### src/rtl/interrupt_controller_pkg.sv
// interrupt_controller_pkg: shared state encodings, cause codes and default vectors
package interrupt_controller_pkg;

  typedef enum logic [1:0] {
    IDLE    = 2'b00,
    REQUEST = 2'b01,
    SERVICE = 2'b10
  } state_t;

  // Cause codes double as one-hot masks into the pending vector.
  localparam logic [1:0] CAUSE_NONE = 2'b00;
  localparam logic [1:0] CAUSE_OVF  = 2'b01;
  localparam logic [1:0] CAUSE_USER = 2'b10;

  localparam logic [15:0] DEF_OVF_VECTOR  = 16'h0010;
  localparam logic [15:0] DEF_USER_VECTOR = 16'h0020;

  // Fixed priority: overflow beats user input.
  function automatic logic [1:0] select_cause(input logic [1:0] pending);
    return pending[0] ? CAUSE_OVF : pending[1] ? CAUSE_USER : CAUSE_NONE;
  endfunction

endpackage

### src/rtl/interrupt_controller_pending_latch.sv
// pending_latch: user-input edge detector and sticky per-cause pending bits
module pending_latch (
  input  logic       i_clk,
  input  logic       i_reset_n,
  input  logic       i_overflow,
  input  logic       i_user,
  input  logic       i_enable,
  input  logic [1:0] i_clr,
  output logic [1:0] o_pending
);

  logic       r_user_q;
  logic [1:0] r_pending;
  logic       w_user_event;
  logic [1:0] w_set;

  assign w_user_event = i_user & ~r_user_q;
  assign w_set        = {w_user_event, i_overflow};
  assign o_pending    = r_pending;

  // Track the user level; set beats clear, and a global disable drops everything.
  always_ff @(posedge i_clk) begin
    if (!i_reset_n) begin
      r_user_q  <= 1'b0;
      r_pending <= 2'b00;
    end else begin
      r_user_q  <= i_user;
      r_pending <= i_enable ? ((r_pending & ~i_clr) | w_set) : 2'b00;
    end
  end

endmodule

### src/rtl/interrupt_controller.sv
// interrupt_controller: latches exception causes, requests the core and tracks handler mode
module interrupt_controller
  import interrupt_controller_pkg::*;
#(
  parameter int               WIDTH       = 16,
  parameter logic [WIDTH-1:0] OVF_VECTOR  = WIDTH'(DEF_OVF_VECTOR),
  parameter logic [WIDTH-1:0] USER_VECTOR = WIDTH'(DEF_USER_VECTOR)
) (
  input  logic             CLK,
  input  logic             reset_n,
  input  logic             overflow,
  input  logic             userInput,
  input  logic             interruptsEnabled,
  input  logic [WIDTH-1:0] pc,
  input  logic             interruptAck,
  input  logic             rfi,
  output logic             interruptReq,
  output logic             mode,
  output logic [1:0]       cause,
  output logic [WIDTH-1:0] epc,
  output logic [WIDTH-1:0] handlerAddr
);

  state_t           r_state;
  logic             r_req;
  logic             r_mode;
  logic [1:0]       r_cause;
  logic [WIDTH-1:0] r_epc;
  logic [1:0]       w_pending;
  logic [1:0]       w_sel;
  logic [1:0]       w_clr;
  logic             w_take;

  assign w_sel  = select_cause(w_pending);
  assign w_take = (r_state == REQUEST) && interruptAck;
  assign w_clr  = w_take ? w_sel : CAUSE_NONE;

  pending_latch u_pending (
    .i_clk     (CLK),
    .i_reset_n (reset_n),
    .i_overflow(overflow),
    .i_user    (userInput),
    .i_enable  (interruptsEnabled),
    .i_clr     (w_clr),
    .o_pending (w_pending)
  );

  // Request/service sequencing; ack wins over a simultaneous disable.
  always_ff @(posedge CLK) begin
    if (!reset_n) begin
      r_state <= IDLE;
      r_req   <= 1'b0;
      r_mode  <= 1'b0;
      r_cause <= CAUSE_NONE;
      r_epc   <= '0;
    end else begin
      case (r_state)
        IDLE: begin
          if ((w_pending != 2'b00) && interruptsEnabled) begin
            r_state <= REQUEST;
            r_req   <= 1'b1;
          end
        end
        REQUEST: begin
          if (interruptAck) begin
            r_state <= SERVICE;
            r_req   <= 1'b0;
            r_mode  <= 1'b1;
            r_epc   <= pc;
            r_cause <= w_sel;
          end else if (!interruptsEnabled) begin
            r_state <= IDLE;
            r_req   <= 1'b0;
          end
        end
        SERVICE: begin
          if (rfi) begin
            r_state <= IDLE;
            r_mode  <= 1'b0;
          end
        end
        default: begin
          r_state <= IDLE;
          r_req   <= 1'b0;
          r_mode  <= 1'b0;
        end
      endcase
    end
  end

  assign interruptReq = r_req;
  assign mode         = r_mode;
  assign cause        = r_cause;
  assign epc          = r_epc;
  assign handlerAddr  = !r_req ? '0 :
                        (w_sel == CAUSE_OVF)  ? OVF_VECTOR :
                        (w_sel == CAUSE_USER) ? USER_VECTOR : '0;

endmodule

### config.mk
export PLATFORM = sky130hd
export DESIGN_NAME = interrupt_controller
export DESIGN_NICKNAME = d
export VERILOG_FILES = /design/src/rtl/interrupt_controller_pkg.sv /design/src/rtl/interrupt_controller_pending_latch.sv /design/src/rtl/interrupt_controller.sv
export SDC_FILE = /design/constraint.sdc
export NUM_CORES = 1
export LEC_CHECK = 0
export ABC_AREA = 1
export BUFFER_PORTS_ARGS = -buffer_cell sky130_fd_sc_hd__buf_2
export CAP_MARGIN = 40
export CORE_ASPECT_RATIO = 1.4
export CORE_MARGIN = 2
export CORE_UTILIZATION = 39
export DETAILED_ROUTE_END_ITERATION = 7
export HOLD_SLACK_MARGIN = 0.1
export PLACE_DENSITY = 0.74
export RECOVER_POWER = 50
export SLEW_MARGIN = 10
export SYNTH_ARGS = -nofsm -noshare
export SYNTH_HDL_FRONTEND = slang
export SYNTH_HIERARCHICAL = 1
export SYNTH_SLANG_ARGS = --single-unit
### constraint.sdc
create_clock -name CLK -period 1.1 [get_ports CLK]
set_clock_uncertainty 0.05 [all_clocks]
set_input_delay 0.11 -clock CLK [delete_from_list [all_inputs] [get_ports CLK]]
set_output_delay 0.11 -clock CLK [all_outputs]
set_load 0.01 [all_outputs]
* After elaboration in Yosys (flattened, before gate mapping)
Index checks and enable logic that the tools add are counted.
Operators by class: equal/unequal tests 8, mux-type cells 18, bitwise logic cells 7, reductions and logical operators 9
Operator list (number):
- $mux 6 | 3
- $mux 2 | 7
- $reduce_and 3->1 | 3
- $ne 2x2->1 const B | 3
- $pmux 1 s3 | 2
- $pmux 2 s3 | 1
- $mux 1 | 5
- $eq 2x1->1 const B | 2
- $eq 2x2->1 const B | 2
- $reduce_and 2->1 | 2
- $ne 3x3->1 const B | 1
- $not 1->1 | 3
- $and 2x2->2 | 1
- $logic_and 1x1->1 | 2
- $logic_not 2->1 | 1
- $not 2->2 | 1
- $or 2x2->2 | 1
- $reduce_bool 2->1 | 1
- $and 1x1->1 | 1
Word-level totals: register bits 25, bits of input ports 23, output and inout bits 36, logic and storage cells 49

* Logic depth before layout (Yosys ltp)
word-level depth 6, depth in mapped cells 8, gate-level depth less buffers 8

* By module
The synthesis kept the hierarchy.
By module, submodules not included:
- interrupt_controller | times used 1, cells an instance 131, area each 1007.2 um2, seq. area each 440.4 um2
- pending_latch | times used 1, cells an instance 15, area each 107.6 um2, seq. area each 60.1 um2

* Worst setup path after synthesis
OpenSTA, ideal clock, no wires.
kind register -> register, start register r_state[0], end register r_epc[6] (netlist: epc[6]), library setup time 113 ps, arrival time 902 ps, data required time 937 ps, path slack 35 ps, stages on the path, launching flop included 7, buffers on the path 1, cells stage by stage dfxtp_1 nand2_2 nor2_8 inv_4 buf_6 nor2_1 nor2_1
Between the ends: word-level cells in the longest chain between the ends 2
Ends and longest elaborated chain:
- from (decl) | line interrupt_controller.sv:24 | state_t r_state;
- from (signal assigned) | line interrupt_controller.sv:51 | r_state <= IDLE;
- from (signal assigned) | line interrupt_controller.sv:60 | r_state <= REQUEST;
- from (signal assigned) | line interrupt_controller.sv:66 | r_state <= SERVICE;
- $eq 2x1->1 | line interrupt_controller.sv:57 | case (r_state)
- $reduce_and 2->1 (no source line)
- to (signal assigned) | line interrupt_controller.sv:69 | r_epc <= pc;
- to (decl) | line interrupt_controller.sv:28 | logic [WIDTH-1:0] r_epc;
No other way between the ends. A chain may end at the register's enable or synchronous reset.

==> metrics.yaml <==
antenna_left: 0
p_seq_share_pct: 58.2
drc_errors: 0
clock_path_buffers: 2
nets: 242
fin_crit_ns: 1.17
p_leak_nw: 0.827
port_buffers: 44
ir_drop_mv: 0.782
h-tree-depth: 1
r2r-end: "epc[0]$_SDFFE_PN0P_"
drt-met1-wl_um: 1140
finalCritPeriodShare_pct: 106
comb_power_share_pct: 17.9
highest_layer: "met4"
grt_pass1_wl_um: 4490
slowest_delay_ns: 0.55
core_area_um2: 2670
start_util_pct: 41.8
ys_ff_latch: 25
worst_ep_arrival_time_ns: 1.37
powerDensity_nw_per_um2: 966
synth_area_per_cell_um2: 7.64
dieArea_um2: 3310
path_delay_family: "buffers and inverters"
cp_max_fo: 11
violations: "setup timing"
place_congestion: 0.814
reg2reg_slack_ns: -0.04
hold_path.class: "input port to register"
status: "finished with violations"
finalPower_mw: 1.64
path_cells: "dlygate4sd3_1, clkbuf_2, buf_4, o21ai_1, nor2_1"
grt_overflow: 0
first_pass_iters: 4
rsz0062_at_grt: "true"
num_rows: 22
synth-seq-area-share_pct: 44.9
vias: 1137
fillers: 237
hp-start: "interruptAck"
worst-setup-path-type: "input port to register"
required_ns: 1.30
critical_path_buf_inv_count: 3
cts_inserted_buffers: 3
r2r-start: "r_state[1]$_SDFFE_PN0P_"
netSwitchingFraction_pct: 25.9
final_common_cell: "buf_2"
drt-vias-per-instance: 4.48
wire_per_inst_um: 11.5
die_x_um: 49.2
p_int_mw: 1.22
die_height_um: 67.3
fmax_mhz: 856
cts.reportedPaths.clkPinSlew_ns: 0.12
grt_pass1_vias: 1121
hold_depth: 6
slew_violations: 0
met3_wirelength_um: 125
crit_start: "reset_n"
cts_tree: "yes"
syn2layout_area_growth_pct: 52.5
cts_sinks: 25
cp_slowest_cell: "dlygate4sd3_1"
diodes: 0
cts_root_buf: "clkbuf_4"
fin_ws_ns: -0.0681
routed_wl_um: 2920
initialDrtViolationCount: 11
yosys_warnings: 6
whs_endpoint: "r_state[0]$_SDFFE_PN0P_"
dp_hpwl_um: 1690
clockPowerShare_pct: 23.9
ff2ff_path_depth: 6
wl_met2_um: 1560
dpl_worst_slack_ns: -0.0305
insertion_delay_ns: 0.31
final_hold_viol_count: 0
setup_viol: 20
grt_usage_pct: 17.1
maxCapViolCount: 0
mostFrequentLayoutCells: "buf_2, nor2_1, dlygate4sd3_1"
worst_setup_path_start_kind: "input port"
synth_area_um2: 1110
syn-instance-count: 146
end_kind: "register"
io_pins: 59
antenna_found_initial: 0
grt_max_degree: 21
drive_gt1_share_pct: 39.4
p_sw_uw: 426
synth.distinct_cells: 21
[layer usage]
layer  vias to the layer above  global-route usage [%]
li1                        566                       -
met1                       515                    17.2
met2                        46                    34.8
met3                        10                    2.21
met4                         0                    7.50
met5                         -                       0
[worst min-delay path: cells and delay by family]
kind / cells / cell delay (ns)
buf+inv: 3 / 0.22
compound gates: 1 / 0.05
simple gates: 2 / 0.15
[synthesized netlist by cell type]
cell       n  share of area [%]
inv_2      1               0.34
conb_1     1               0.34
nand2_1   17                5.7
nor2_8     1                1.8
nor2_2     6                3.4
a21oi_1    6                2.7
nand2_2    1               0.56
o21ai_1    9                4.0
nor3_1     1               0.45
clkbuf_1   1               0.34
a21oi_2    2                1.6
nand3_1    1               0.45
nand4_1    1               0.56
inv_4      1               0.56
buf_6      3                3.0
inv_1     16                5.4
o21ai_2    1               0.79
dfxtp_1   25                 45
buf_4     14                9.4
nor2_1    30                 10
o21ai_0    8                3.6
[power groups by stage]
stage | clock network, mW | logic (mW) | registers, mW
after detailed placement | 0 | 0.188 | 0.971
final | 0.392 | 0.294 | 0.957
after CTS | 0.410 | 0.260 | 0.952
after floorplan | 0 | 0.134 | 0.980
after global placement | 0 | 0.187 | 0.971
after global routing | 0.450 | 0.320 | 0.961
[worst max path at each step]
stage / endpoint / slack (ns) / cells past startpoint
after floorplan: epc[6]$_SDFFE_PN0P_ / 0.03 / 6
after detailed placement: cause[1]$_SDFFE_PN0P_ / -0.03 / 6
final: epc[10]$_SDFFE_PN0P_ / -0.07 / 5
after global routing: handlerAddr[5] / -0.14 / 3
after CTS: handlerAddr[5] / -0.06 / 2
after global placement: cause[1]$_SDFFE_PN0P_ / 0.01 / 6
[kinds of logic after synthesis]
kind of cell,Yosys count,synth area share [%]
and+or+nand+nor,58,23.0
AOI/OAI and AO/OA,26,12.7
other,1,0.336
buffers and inverters,36,19.1
DFF,25,44.9
[sequential cells by signal, indices dropped and copies added (netlist names)]
signal / flops
epc: 16
u_pending/o_pending: 2
r_state: 2
u_pending/r_user_q: 1
cause: 2
mode: 1
interruptReq: 1
[final cells by class]
cell class	count	area [um2]	share of cell area, %
Inverter	18	77.6	4.56
Sequential cell	25	509	29.9
Multi-Input combinational cell	98	524	30.8
Clock buffer	3	22.5	1.32
Tap cell	36	45.0	2.65
Clock inverter	1	5.00	0.294
Timing Repair Buffer	73	517	30.4
[metrics by stage]
stage	setup TNS (ns)	cells	cell area (um2)	util, %	hold slack (ns)
after floorplan	0	159	1160	-	0.153
after global placement	0	224	1310	49.0	0.259
after detailed placement	-0.0305	224	1310	49.0	0.263
after CTS	-0.190	251	1600	59.9	0.176
after global routing	-1.79	254	1700	63.7	0.239
final	-0.776	254	1700	63.7	0.205
[repair_timing]
item / 4_1_cts / 5_1_grt
setup buffers: 2 / 2
gates resized for setup: 14 / 31
pin swaps: 1 / 15
hold buffers: 21 / 0
setup endpoints to repair: 10 / 25
gates cloned: 0 / 1
endpoints found under the hold margin: 22 / 0
(Power assumes the default switching activity.)
